`config.mk`:
```
export PLATFORM = sky130hd
export DESIGN_NAME = uart_iccm_loader
export DESIGN_NICKNAME = d
export VERILOG_FILES = /design/src/rtl/uart_loader_pkg.sv /design/src/rtl/uart_iccm_loader_rx.sv /design/src/rtl/uart_iccm_loader.sv
export SDC_FILE = /design/constraint.sdc
export NUM_CORES = 1
export LEC_CHECK = 0
export CORE_MARGIN = 2
export CORE_UTILIZATION = 35
export CTS_CLUSTER_DIAMETER = 120
export DETAILED_ROUTE_END_ITERATION = 7
export DONT_BUFFER_PORTS = 1
export PLACE_DENSITY = 0.61
export SLEW_MARGIN = 20
export SYNTH_ARGS = -nofsm -noshare
export SYNTH_HDL_FRONTEND = slang
export SYNTH_HIERARCHICAL = 1
export SYNTH_SLANG_ARGS = --single-unit
```
`constraint.sdc`:
```
create_clock -name wb_clk_i -period 6.5 [get_ports wb_clk_i]
set_clock_uncertainty 0.05 [all_clocks]
set_input_delay 0.975 -clock wb_clk_i [delete_from_list [all_inputs] [get_ports wb_clk_i]]
set_output_delay 0.975 -clock wb_clk_i [all_outputs]
set_load 0.01 [all_outputs]
```
`src/rtl/uart_loader_pkg.sv`:
```
// Shared types and constants for the UART instruction-memory loader.
// Optional feature macro: UART_LOADER_CKSUM_EN (see uart_iccm_loader.sv).
package uart_loader_pkg;

    // Serial receiver states
    typedef enum logic [1:0] {
        RX_IDLE,
        RX_START,
        RX_DATA,
        RX_STOP
    } rx_state_e;

    // Loader states
    typedef enum logic [1:0] {
        LD_WAIT_EN,
        LD_LOAD,
        LD_WRITE,
        LD_DONE
    } ld_state_e;

    // Word that terminates the program image
    localparam logic [31:0] EOP_WORD_DEFAULT = 32'hFFFF_FFFF;

endpackage

```
`src/rtl/uart_iccm_loader_rx.sv`:
```
// uart_rx_core: 8N1 UART receiver with 2-flop input synchronizer.
// Emits a one-cycle byte_valid_o when the stop bit samples high and a
// one-cycle frame_err_o pulse when it samples low (byte dropped).
module uart_rx_core
    import uart_loader_pkg::*;
#(
    parameter int CLKS_PER_BIT = 347
) (
    input  logic       clk_i,
    input  logic       rst_i,
    input  logic       rx_i,
    output logic       byte_valid_o,
    output logic [7:0] byte_data_o,
    output logic       frame_err_o
);

    localparam int CNT_W = $clog2(CLKS_PER_BIT + 1);
    localparam logic [CNT_W-1:0] HALF_M1 = CNT_W'(CLKS_PER_BIT / 2 - 1);
    localparam logic [CNT_W-1:0] FULL_M1 = CNT_W'(CLKS_PER_BIT - 1);

    logic             rx_meta_q;
    logic             rx_sync_q;
    logic             rx_prev_q;
    rx_state_e        state_q;
    logic [CNT_W-1:0] cnt_q;
    logic [2:0]       bit_idx_q;
    logic [7:0]       shift_q;
    logic             byte_valid_q;
    logic             frame_err_q;

    // Synchronize the asynchronous line and keep one extra delayed copy for edge detection
    always_ff @(posedge clk_i or posedge rst_i) begin
        if (rst_i) begin
            rx_meta_q <= 1'b1;
            rx_sync_q <= 1'b1;
            rx_prev_q <= 1'b1;
        end else begin
            rx_meta_q <= rx_i;
            rx_sync_q <= rx_meta_q;
            rx_prev_q <= rx_sync_q;
        end
    end

    // Receive FSM: start-bit qualification at half bit, then sample at bit centres
    always_ff @(posedge clk_i or posedge rst_i) begin
        if (rst_i) begin
            state_q      <= RX_IDLE;
            cnt_q        <= '0;
            bit_idx_q    <= '0;
            shift_q      <= '0;
            byte_valid_q <= 1'b0;
            frame_err_q  <= 1'b0;
        end else begin
            byte_valid_q <= 1'b0;
            frame_err_q  <= 1'b0;
            case (state_q)
                RX_IDLE: begin
                    if (rx_prev_q && !rx_sync_q) begin
                        state_q <= RX_START;
                        cnt_q   <= '0;
                    end
                end
                RX_START: begin
                    if (cnt_q == HALF_M1) begin
                        cnt_q     <= '0;
                        bit_idx_q <= '0;
                        // A line that is already high again was only a glitch
                        state_q   <= rx_sync_q ? RX_IDLE : RX_DATA;
                    end else begin
                        cnt_q <= cnt_q + 1'b1;
                    end
                end
                RX_DATA: begin
                    if (cnt_q == FULL_M1) begin
                        cnt_q   <= '0;
                        shift_q <= {rx_sync_q, shift_q[7:1]};
                        if (bit_idx_q == 3'd7) begin
                            state_q <= RX_STOP;
                        end else begin
                            bit_idx_q <= bit_idx_q + 1'b1;
                        end
                    end else begin
                        cnt_q <= cnt_q + 1'b1;
                    end
                end
                RX_STOP: begin
                    if (cnt_q == FULL_M1) begin
                        cnt_q   <= '0;
                        state_q <= RX_IDLE;
                        if (rx_sync_q) begin
                            byte_valid_q <= 1'b1;
                        end else begin
                            frame_err_q <= 1'b1;
                        end
                    end else begin
                        cnt_q <= cnt_q + 1'b1;
                    end
                end
                default: state_q <= RX_IDLE;
            endcase
        end
    end

    assign byte_valid_o = byte_valid_q;
    assign byte_data_o  = shift_q;
    assign frame_err_o  = frame_err_q;

endmodule

```
`src/rtl/uart_iccm_loader.sv`:
```
// uart_iccm_loader: receives a little-endian word stream over UART and
// writes it into instruction memory, then releases the core from reset.
// Optional feature macro: UART_LOADER_CKSUM_EN -- when defined, the word
// after the end-of-program marker is a modulo-2^32 checksum of all written
// words; on mismatch the core is held in reset and cksum_err_o is set.
module uart_iccm_loader
    import uart_loader_pkg::*;
#(
    parameter int          CLKS_PER_BIT = 347,
    parameter int          ADDR_W       = 13,
    parameter logic [31:0] EOP_WORD     = EOP_WORD_DEFAULT
) (
    input  logic              wb_clk_i,
    input  logic              wb_rst_i,
    input  logic              en_i,
    input  logic              rx_i,
    output logic              prog_ready_o,
    output logic              mem_we_o,
    output logic [ADDR_W-1:0] mem_addr_o,
    output logic [31:0]       mem_wdata_o,
    input  logic              mem_ack_i,
    output logic              core_rst_o,
    output logic              done_o,
    output logic              frame_err_o,
    output logic              cksum_err_o
);

    logic       rx_byte_vld;
    logic [7:0] rx_byte;
    logic       rx_ferr;

    uart_rx_core #(
        .CLKS_PER_BIT(CLKS_PER_BIT)
    ) u_rx (
        .clk_i       (wb_clk_i),
        .rst_i       (wb_rst_i),
        .rx_i        (rx_i),
        .byte_valid_o(rx_byte_vld),
        .byte_data_o (rx_byte),
        .frame_err_o (rx_ferr)
    );

    ld_state_e         state_q;
    // Accumulator doubles as the one-word skid buffer while a write is pending
    logic [31:0]       acc_q;
    logic [1:0]        byte_cnt_q;
    logic              word_vld_q;
    logic [ADDR_W-1:0] addr_q;
    logic [31:0]       wdata_q;
    logic              we_q;
    logic              prog_ready_q;
    logic              core_rst_q;
    logic              done_q;
    logic              frame_err_q;
`ifdef UART_LOADER_CKSUM_EN
    logic [31:0]       cksum_q;
    logic              eop_seen_q;
    logic              cksum_err_q;
`endif

    // Loader FSM: word assembly, memory write handshake, completion and abort
    always_ff @(posedge wb_clk_i or posedge wb_rst_i) begin
        if (wb_rst_i) begin
            state_q      <= LD_WAIT_EN;
            acc_q        <= '0;
            byte_cnt_q   <= '0;
            word_vld_q   <= 1'b0;
            addr_q       <= '0;
            wdata_q      <= '0;
            we_q         <= 1'b0;
            prog_ready_q <= 1'b0;
            core_rst_q   <= 1'b1;
            done_q       <= 1'b0;
            frame_err_q  <= 1'b0;
`ifdef UART_LOADER_CKSUM_EN
            cksum_q      <= '0;
            eop_seen_q   <= 1'b0;
            cksum_err_q  <= 1'b0;
`endif
        end else begin
            if (rx_ferr) begin
                frame_err_q <= 1'b1;
            end
            case (state_q)
                LD_WAIT_EN: begin
                    if (en_i) begin
                        state_q      <= LD_LOAD;
                        prog_ready_q <= 1'b1;
                    end
                end
                LD_LOAD, LD_WRITE: begin
                    if (!en_i) begin
                        // Abort: drop the pending write and any partial word
                        state_q      <= LD_WAIT_EN;
                        prog_ready_q <= 1'b0;
                        we_q         <= 1'b0;
                        addr_q       <= '0;
                        acc_q        <= '0;
                        byte_cnt_q   <= '0;
                        word_vld_q   <= 1'b0;
`ifdef UART_LOADER_CKSUM_EN
                        cksum_q      <= '0;
                        eop_seen_q   <= 1'b0;
`endif
                    end else begin
                        // Byte intake; a byte with the skid already full is an overflow
                        if (rx_byte_vld) begin
                            if (word_vld_q && (state_q == LD_WRITE)) begin
                                frame_err_q <= 1'b1;
                            end else begin
                                acc_q      <= {rx_byte, acc_q[31:8]};
                                byte_cnt_q <= byte_cnt_q + 2'd1;
                                if (byte_cnt_q == 2'd3) begin
                                    word_vld_q <= 1'b1;
                                end
                            end
                        end
                        if (state_q == LD_LOAD) begin
                            if (word_vld_q) begin
                                word_vld_q <= 1'b0;
`ifdef UART_LOADER_CKSUM_EN
                                if (eop_seen_q) begin
                                    state_q      <= LD_DONE;
                                    prog_ready_q <= 1'b0;
                                    done_q       <= 1'b1;
                                    cksum_err_q  <= (acc_q != cksum_q);
                                    core_rst_q   <= (acc_q != cksum_q);
                                end else if (acc_q == EOP_WORD) begin
                                    eop_seen_q <= 1'b1;
                                end else begin
                                    state_q <= LD_WRITE;
                                    we_q    <= 1'b1;
                                    wdata_q <= acc_q;
                                end
`else
                                if (acc_q == EOP_WORD) begin
                                    state_q      <= LD_DONE;
                                    prog_ready_q <= 1'b0;
                                    done_q       <= 1'b1;
                                    core_rst_q   <= 1'b0;
                                end else begin
                                    state_q <= LD_WRITE;
                                    we_q    <= 1'b1;
                                    wdata_q <= acc_q;
                                end
`endif
                            end
                        end else if (mem_ack_i) begin
                            // Address wraps naturally at 2^ADDR_W
                            state_q <= LD_LOAD;
                            we_q    <= 1'b0;
                            addr_q  <= addr_q + 1'b1;
`ifdef UART_LOADER_CKSUM_EN
                            cksum_q <= cksum_q + wdata_q;
`endif
                        end
                    end
                end
                LD_DONE: begin
                    state_q <= LD_DONE;
                end
                default: state_q <= LD_WAIT_EN;
            endcase
        end
    end

    assign prog_ready_o = prog_ready_q;
    assign mem_we_o     = we_q;
    assign mem_addr_o   = addr_q;
    assign mem_wdata_o  = wdata_q;
    assign core_rst_o   = core_rst_q;
    assign done_o       = done_q;
    assign frame_err_o  = frame_err_q;
`ifdef UART_LOADER_CKSUM_EN
    assign cksum_err_o  = cksum_err_q;
`else
    assign cksum_err_o  = 1'b0;
`endif

endmodule
```
==> results of run 1 <==
logic make-up (layout without fill, tap and decap cells):
family / count (synthesis) / in the layout
simple gates: 100 / 100
xor+xnor: 3 / 3
mux: 44 / 44
other cells: 1 / 1
buf+inv: 31 / 49
flops: 114 / 114
compound gates: 102 / 102
fa+ha+maj: 13 / 13
through the flow:
| stage | utilization [%] | instance area, um2 |
|---|---|---|
| after floorplan | - | 5190 |
| after global placement | 36.9 | 5360 |
| after detailed placement | 36.9 | 5360 |
| after CTS | 40.9 | 5950 |
| after global routing | 40.9 | 5950 |
| final | 40.9 | 5950 |
worst paths after layout:
| path | start | end | slack (ns) | depth (start not counted) |
|---|---|---|---|---|
| worst max register to register | state_q[0] | mem_wdata_o[9] | 3.91 | 6 |
| worst min register to register | u_rx/rx_meta_q | u_rx/rx_sync_q | 0.31 | 0 |
| min in group asynchronous | wb_rst_i | u_rx/cnt_q[1] | 0.45 | 1 |
| max in group asynchronous | wb_rst_i | acc_q[20] | 5.28 | 2 |
| worst max-delay path | state_q[0] | mem_wdata_o[9] | 3.91 | 6 |
| worst min-delay path | u_rx/rx_meta_q | u_rx/rx_sync_q | 0.31 | 0 |
cells in the mapped netlist (4+ instances only):
cell type	n	area (um2)
o31ai_1	4	30.0
a21oi_1	10	50.1
a21boi_0	4	30.0
mux2_4	38	571
mux2_2	5	56.3
or3_1	7	43.8
nand4_1	13	81.3
ha_1	13	163
nor2_1	13	48.8
nor2b_1	4	25.0
dfrtp_1	110	2750
clkbuf_1	11	41.3
o21ai_0	21	105
inv_1	13	48.8
o22ai_1	5	31.3
a22o_1	36	315
dfstp_2	4	105
nand3_1	9	45.0
nand2_1	26	97.6
area by class of cell:
| type | count | area (um2) |
|---|---|---|
| Fill cell | 1323 | 8580 |
| Sequential cell | 114 | 2860 |
| Multi-Input combinational cell | 263 | 2190 |
| Clock buffer | 17 | 425 |
| Tap cell | 184 | 230 |
| Clock inverter | 14 | 159 |
| Inverter | 14 | 53.8 |
| Timing Repair Buffer | 4 | 33.8 |
per-layer routing:
metal  part of all wire [%]  routed length (um)
met1                     44                4530
met2                     48                4930
met3                    5.7                 585
met4                    1.5                 156
met5                      0                   0
placed cells by master (no fill, tap or decap), types with 9 or more instances in the layout:
| cell type | Yosys | routed |
|---|---|---|
| inv_1 | 13 | 11 |
| a22o_1 | 36 | 36 |
| nand2_1 | 26 | 26 |
| dfrtp_1 | 110 | 110 |
| a21oi_1 | 10 | 10 |
| o21ai_0 | 21 | 21 |
| nor2_1 | 13 | 13 |
| nand4_1 | 13 | 13 |
| clkbuf_16 | 0 | 17 |
| ha_1 | 13 | 13 |
| nand3_1 | 9 | 9 |
| mux2_4 | 38 | 38 |
state kept, by name, indices dropped and copies added (netlist names), named ones only:
register           count
byte_cnt_q             2
done_o                 1
u_rx/rx_meta_q         1
u_rx/cnt_q             9
u_rx/byte_valid_o      1
u_rx/rx_prev_q         1
prog_ready_o           1
u_rx/state_q           1
mem_wdata_o           32
u_rx/frame_err_o       1
core_rst_o             1
mem_addr_o            13
mem_we_o               1
u_rx/bit_idx_q         3
word_vld_q             1
frame_err_o            1
acc_q                 32
u_rx/byte_data_o       8
u_rx/rx_sync_q         1
state_q                2
worst max-delay path, cell delays in order (launching register included):
cell and delay (ns):
dfrtp_1 0.43, inv_1 0.11, ha_1 0.53, nand4_1 0.27
a21oi_4 0.17, buf_4 0.51, mux2_2 0.40
power by group:
part | internal (mW) | switching, mW
Combinational | 0.0851 | 0.148
Sequential | 0.746 | 0.0624
Clock | 0.566 | 0.340
==> results.toml, run 1 <==
[status]
status = "finished clean"

[detailed_routing]
routed_wl_um = 10200
routed_via_density = 5.43
first_pass_iters = 4
wl_per_cell_um = 16.7
ant_nets = 0
drt_first_iter_violations = 216
num_vias = 3312
drc = 0

[sta]
setup_slack_ns = 3.91
period_needed_ns = 2.59
worst_pin_slew_ns = 0.770
holdWs_ns = 0.306
fmax_ghz = 0.386
final_hold_viol_count = 0
relSlewSlack_pct = 48.6
grt_setup_unrepaired = "no"
final.setup.tns_ns = 0
report.final.slew_viol_count = 0
setup_viol = 0
finalCritPeriodShare_pct = 39.9

[finish]
antennaDiodeCount = 0
drive_above_1_share_pct = 23.5
nNetsFinal = 432
stdcell_count = 610
area_growth_pct = 14.5

[synthesis]
synth-simple-area-share_pct = 11.7
async_flop_share_pct = 100
syn_inst = 408
syn-num-nets = 426
ys_types = 62
synth-compound-area-share_pct = 14.3
yosys_warnings = 6
synthXorXnorAreaFrac_pct = 0.506
muxShareOfSynthArea_pct = 12.3
synthFlopType = "dfrtp_1"
synth_top_family_by_area = "compound AO/OA/AOI/OAI gates"
ys_ff_latch = 114
synth_edf_count = 0
syn_area_per_cell_um2 = 12.7
synth_fa_ha_area_share_pct = 3.13
syn_area_um2 = 5190
yosysSeqAreaShare_pct = 55.0

[placement]
dp_hpwl_um = 6680
dp.cells = 579
port_buffers = 0
place_congestion = 0.778
pre_cts_slack_ns = 3.90

[floorplan]
initial_core_util_pct = 35.7
die_h_um = 126
fp.dieW_um = 126
num_rows = 44
die-area_um2 = 15800
coreArea_um2 = 14500
io_pins = 56

[global_route]
grtUsageMet1_pct = 17.2
grt_pass1_wl_um = 17400
met2_usage_pct = 21.4
grt_busiest_layer = "met2"
grt_pass1_vias = 3352
grt_overflow = 0
use_met3_pct = 5.27
antenna_found_initial = 0
grt_usage_pct = 13.7
grt_max_degree = 88

[cts]
path_clk_slew_ns = 0.05
cts_buffers = 17
root_buffer = "clkbuf_16"
cts_tree = "done"
cts.repair.resized = 0
cts_setup_buffers = 0
ctsHoldBuffers = 0
clk_latency_ns = 0.42
cts_max_level = 4
clockBufferDepth = 2
cts.sinks = 114

[worst_setup_path]
cp-end-kind = "flop"
start_kind = "flop"
critPathArrivalTime_ns = 2.84
worstPathRequired_ns = 6.75
worst-setup-path-type = "reg2reg"
critPathMaxFanout = 33

[worst_hold_path]
worstHoldPathType = "reg2reg"

[power]
peakVddDrop_mv = 0.181
power_density_nw_per_um2 = 327
p_leak_nw = 2.70
power.total_mw = 1.95

[job]
cap_violations = 0
(Power assumes the default switching activity.)
==> run 2, diff against run 1 <==
- PLACE_DENSITY: 0.61 -> 0.63
- clock period: 6.5 -> 2.19 ns (I/O delays scaled with it)
==> run 2 against run 1 <==
Compared with the run above: sequential share of layout area decreased by 1.4 points; critical path depth unchanged; largest cell class unchanged; flip-flop and latch count unchanged; sequential power increased to 3.0 times the previous value; cell area increased by 3.0%; register-to-register slack got worse by 3.8 ns; first-iteration DRC count decreased by 1.4%; critical path type unchanged; die area unchanged; global-route usage decreased by 0.13 points; count of clock-buffer cells in the layout increased by 1; utilization increased by 1.2 points.
==> results.toml, run 2 (synthesized netlist as in run 1, its figures left out) <==
[placement]
dp_hpwl_um = 6680
port_buffers = 0
dp.cells = 586
place_congestion = 0.732

[detailed_routing]
routed_via_density = 5.30
first_pass_iters = 4
num_vias = 3292
routed_wl_um = 10100
wl_per_cell_um = 16.2
drt_first_iter_violations = 213
drc = 0
ant_nets = 0

[floorplan]
die-area_um2 = 15800
die_h_um = 126
num_rows = 44
fp.dieW_um = 126
io_pins = 56
coreArea_um2 = 14500
initial_core_util_pct = 35.7

[worst_setup_path]
worst-r2r-setup-slack_ns = 0.12
endpoint = "mem_wdata_o[9]"
path_delay_family = "flip-flops"
crit_buf_inv = 2
worstPathRequired_ns = 2.44
critPathArrivalTime_ns = 2.32
reg2reg_depth = 6
regToRegEndpoint = "mem_wdata_o[9]"
r2r_start = "state_q[0]"
start_kind = "flop"
cp_slowest_stage_delay_ns = 0.42
critPathMaxFanout = 30
critical_path.slowest_cell = "dfrtp_2"
cp-startpoint = "state_q[0]"
crit_chain = "inv_1 > ha_1 > nand4_1 > a21oi_4 > buf_12 > mux2_2"
worst-setup-path-type = "reg2reg"
cp-end-kind = "flop"
cp.depth = 6

[finish]
stdcell_count = 621
area_growth_pct = 18.0
nNetsFinal = 442
drive_above_1_share_pct = 25.4
antennaDiodeCount = 0
final_common_cell = "dfrtp_1"
fin_util_pct = 42.2
most-common-layout-cells = "dfrtp_1, mux2_4, a22o_1"

[cts]
path_clk_slew_ns = 0.06
cts_buffers = 17
clk_latency_ns = 0.41
cts_tree = "done"
cts.sinks = 114
cts_max_level = 4
root_buffer = "clkbuf_16"
clockBufferDepth = 2
cts_setup_buffers = 0

[sta]
fmax_ghz = 0.483
worst_pin_slew_ns = 0.685
report.final.slew_viol_count = 0
holdWs_ns = 0.0135
final_hold_viol_count = 0
setup_viol = 0
finalCritPeriodShare_pct = 94.5
period_needed_ns = 2.07
relSlewSlack_pct = 54.3
grt_setup_unrepaired = "no"
final.setup.tns_ns = 0

[power]
peakVddDrop_mv = 0.625
p_leak_nw = 2.77
power_density_nw_per_um2 = 980
power.total_mw = 6.01

[global_route]
grt_pass1_vias = 3343
grt_pass1_wl_um = 17200
grt_overflow = 0
antenna_found_initial = 0
grt_max_degree = 88
grt_usage_pct = 13.6

[status]
status = "finished clean"

[worst_hold_path]
worstHoldPathType = "in2reg"
min_from = "en_i"

[job]
cap_violations = 0
## run 2: per-layer routing
layer / vias to the layer above / global-route usage (%) / wire length [um]
met4: 0 / 5.62 / 161
met1: 1660 / 17.3 / 4490
met5: - / 0 / 0
li1: 1548 / - / -
met3: 14 / 5.65 / 566
met2: 70 / 20.5 / 4870
## run 2: cell type report
type | count | area (um2)
sequential | 114 | 2860
clock inverter | 14 | 179
multi-input combinational | 263 | 2220
timing repair buffer | 14 | 163
tap | 184 | 230
fill | 1331 | 8400
clock buffer | 18 | 429
inverter | 14 | 56.3
## run 2: worst reg2reg max path, stage by stage, from the launching register on
cell and delay (ns):
dfrtp_2 0.42, inv_1 0.11, ha_1 0.31, nand4_1 0.22, a21oi_4 0.23, buf_12 0.25
mux2_2 0.37
## run 2: what timing repair did
action | 4_1_cts | 5_1_grt
hold endpoints to repair | 113 | 0
resized for setup | 0 | 6
endpoints found under the setup margin | 0 | 34
hold buffers | 3 | 0
## run 2: through the flow
step / area [um2] / setup slack (ns)
2_1_floorplan: 5200 / 0.246
3_3_place_gp: 5470 / 0.226
3_5_place_dp: 5470 / 0.107
4_1_cts: 6110 / 0.0879
5_1_grt: 6130 / 0.00271
6_report: 6130 / 0.121
## run 2: worst min-delay path by stage
stage	slack, ns	to	cells after the start
2_1_floorplan	0.28	u_rx/rx_meta_q	0
3_3_place_gp	0.25	u_rx/cnt_q[0]	2
3_5_place_dp	0.26	u_rx/cnt_q[1]	2
4_1_cts	0.007	mem_addr_o[1]	2
5_1_grt	0.008	mem_addr_o[1]	2
6_report	0.01	mem_addr_o[1]	2
## run 2: power by group
group / switching (mW) / total (mW) / internal [mW]
sequential: 0.194 / 2.41 / 2.22
clock: 1.02 / 2.82 / 1.80
combinational: 0.458 / 0.780 / 0.323
total: 1.67 / 6.01 / 4.34
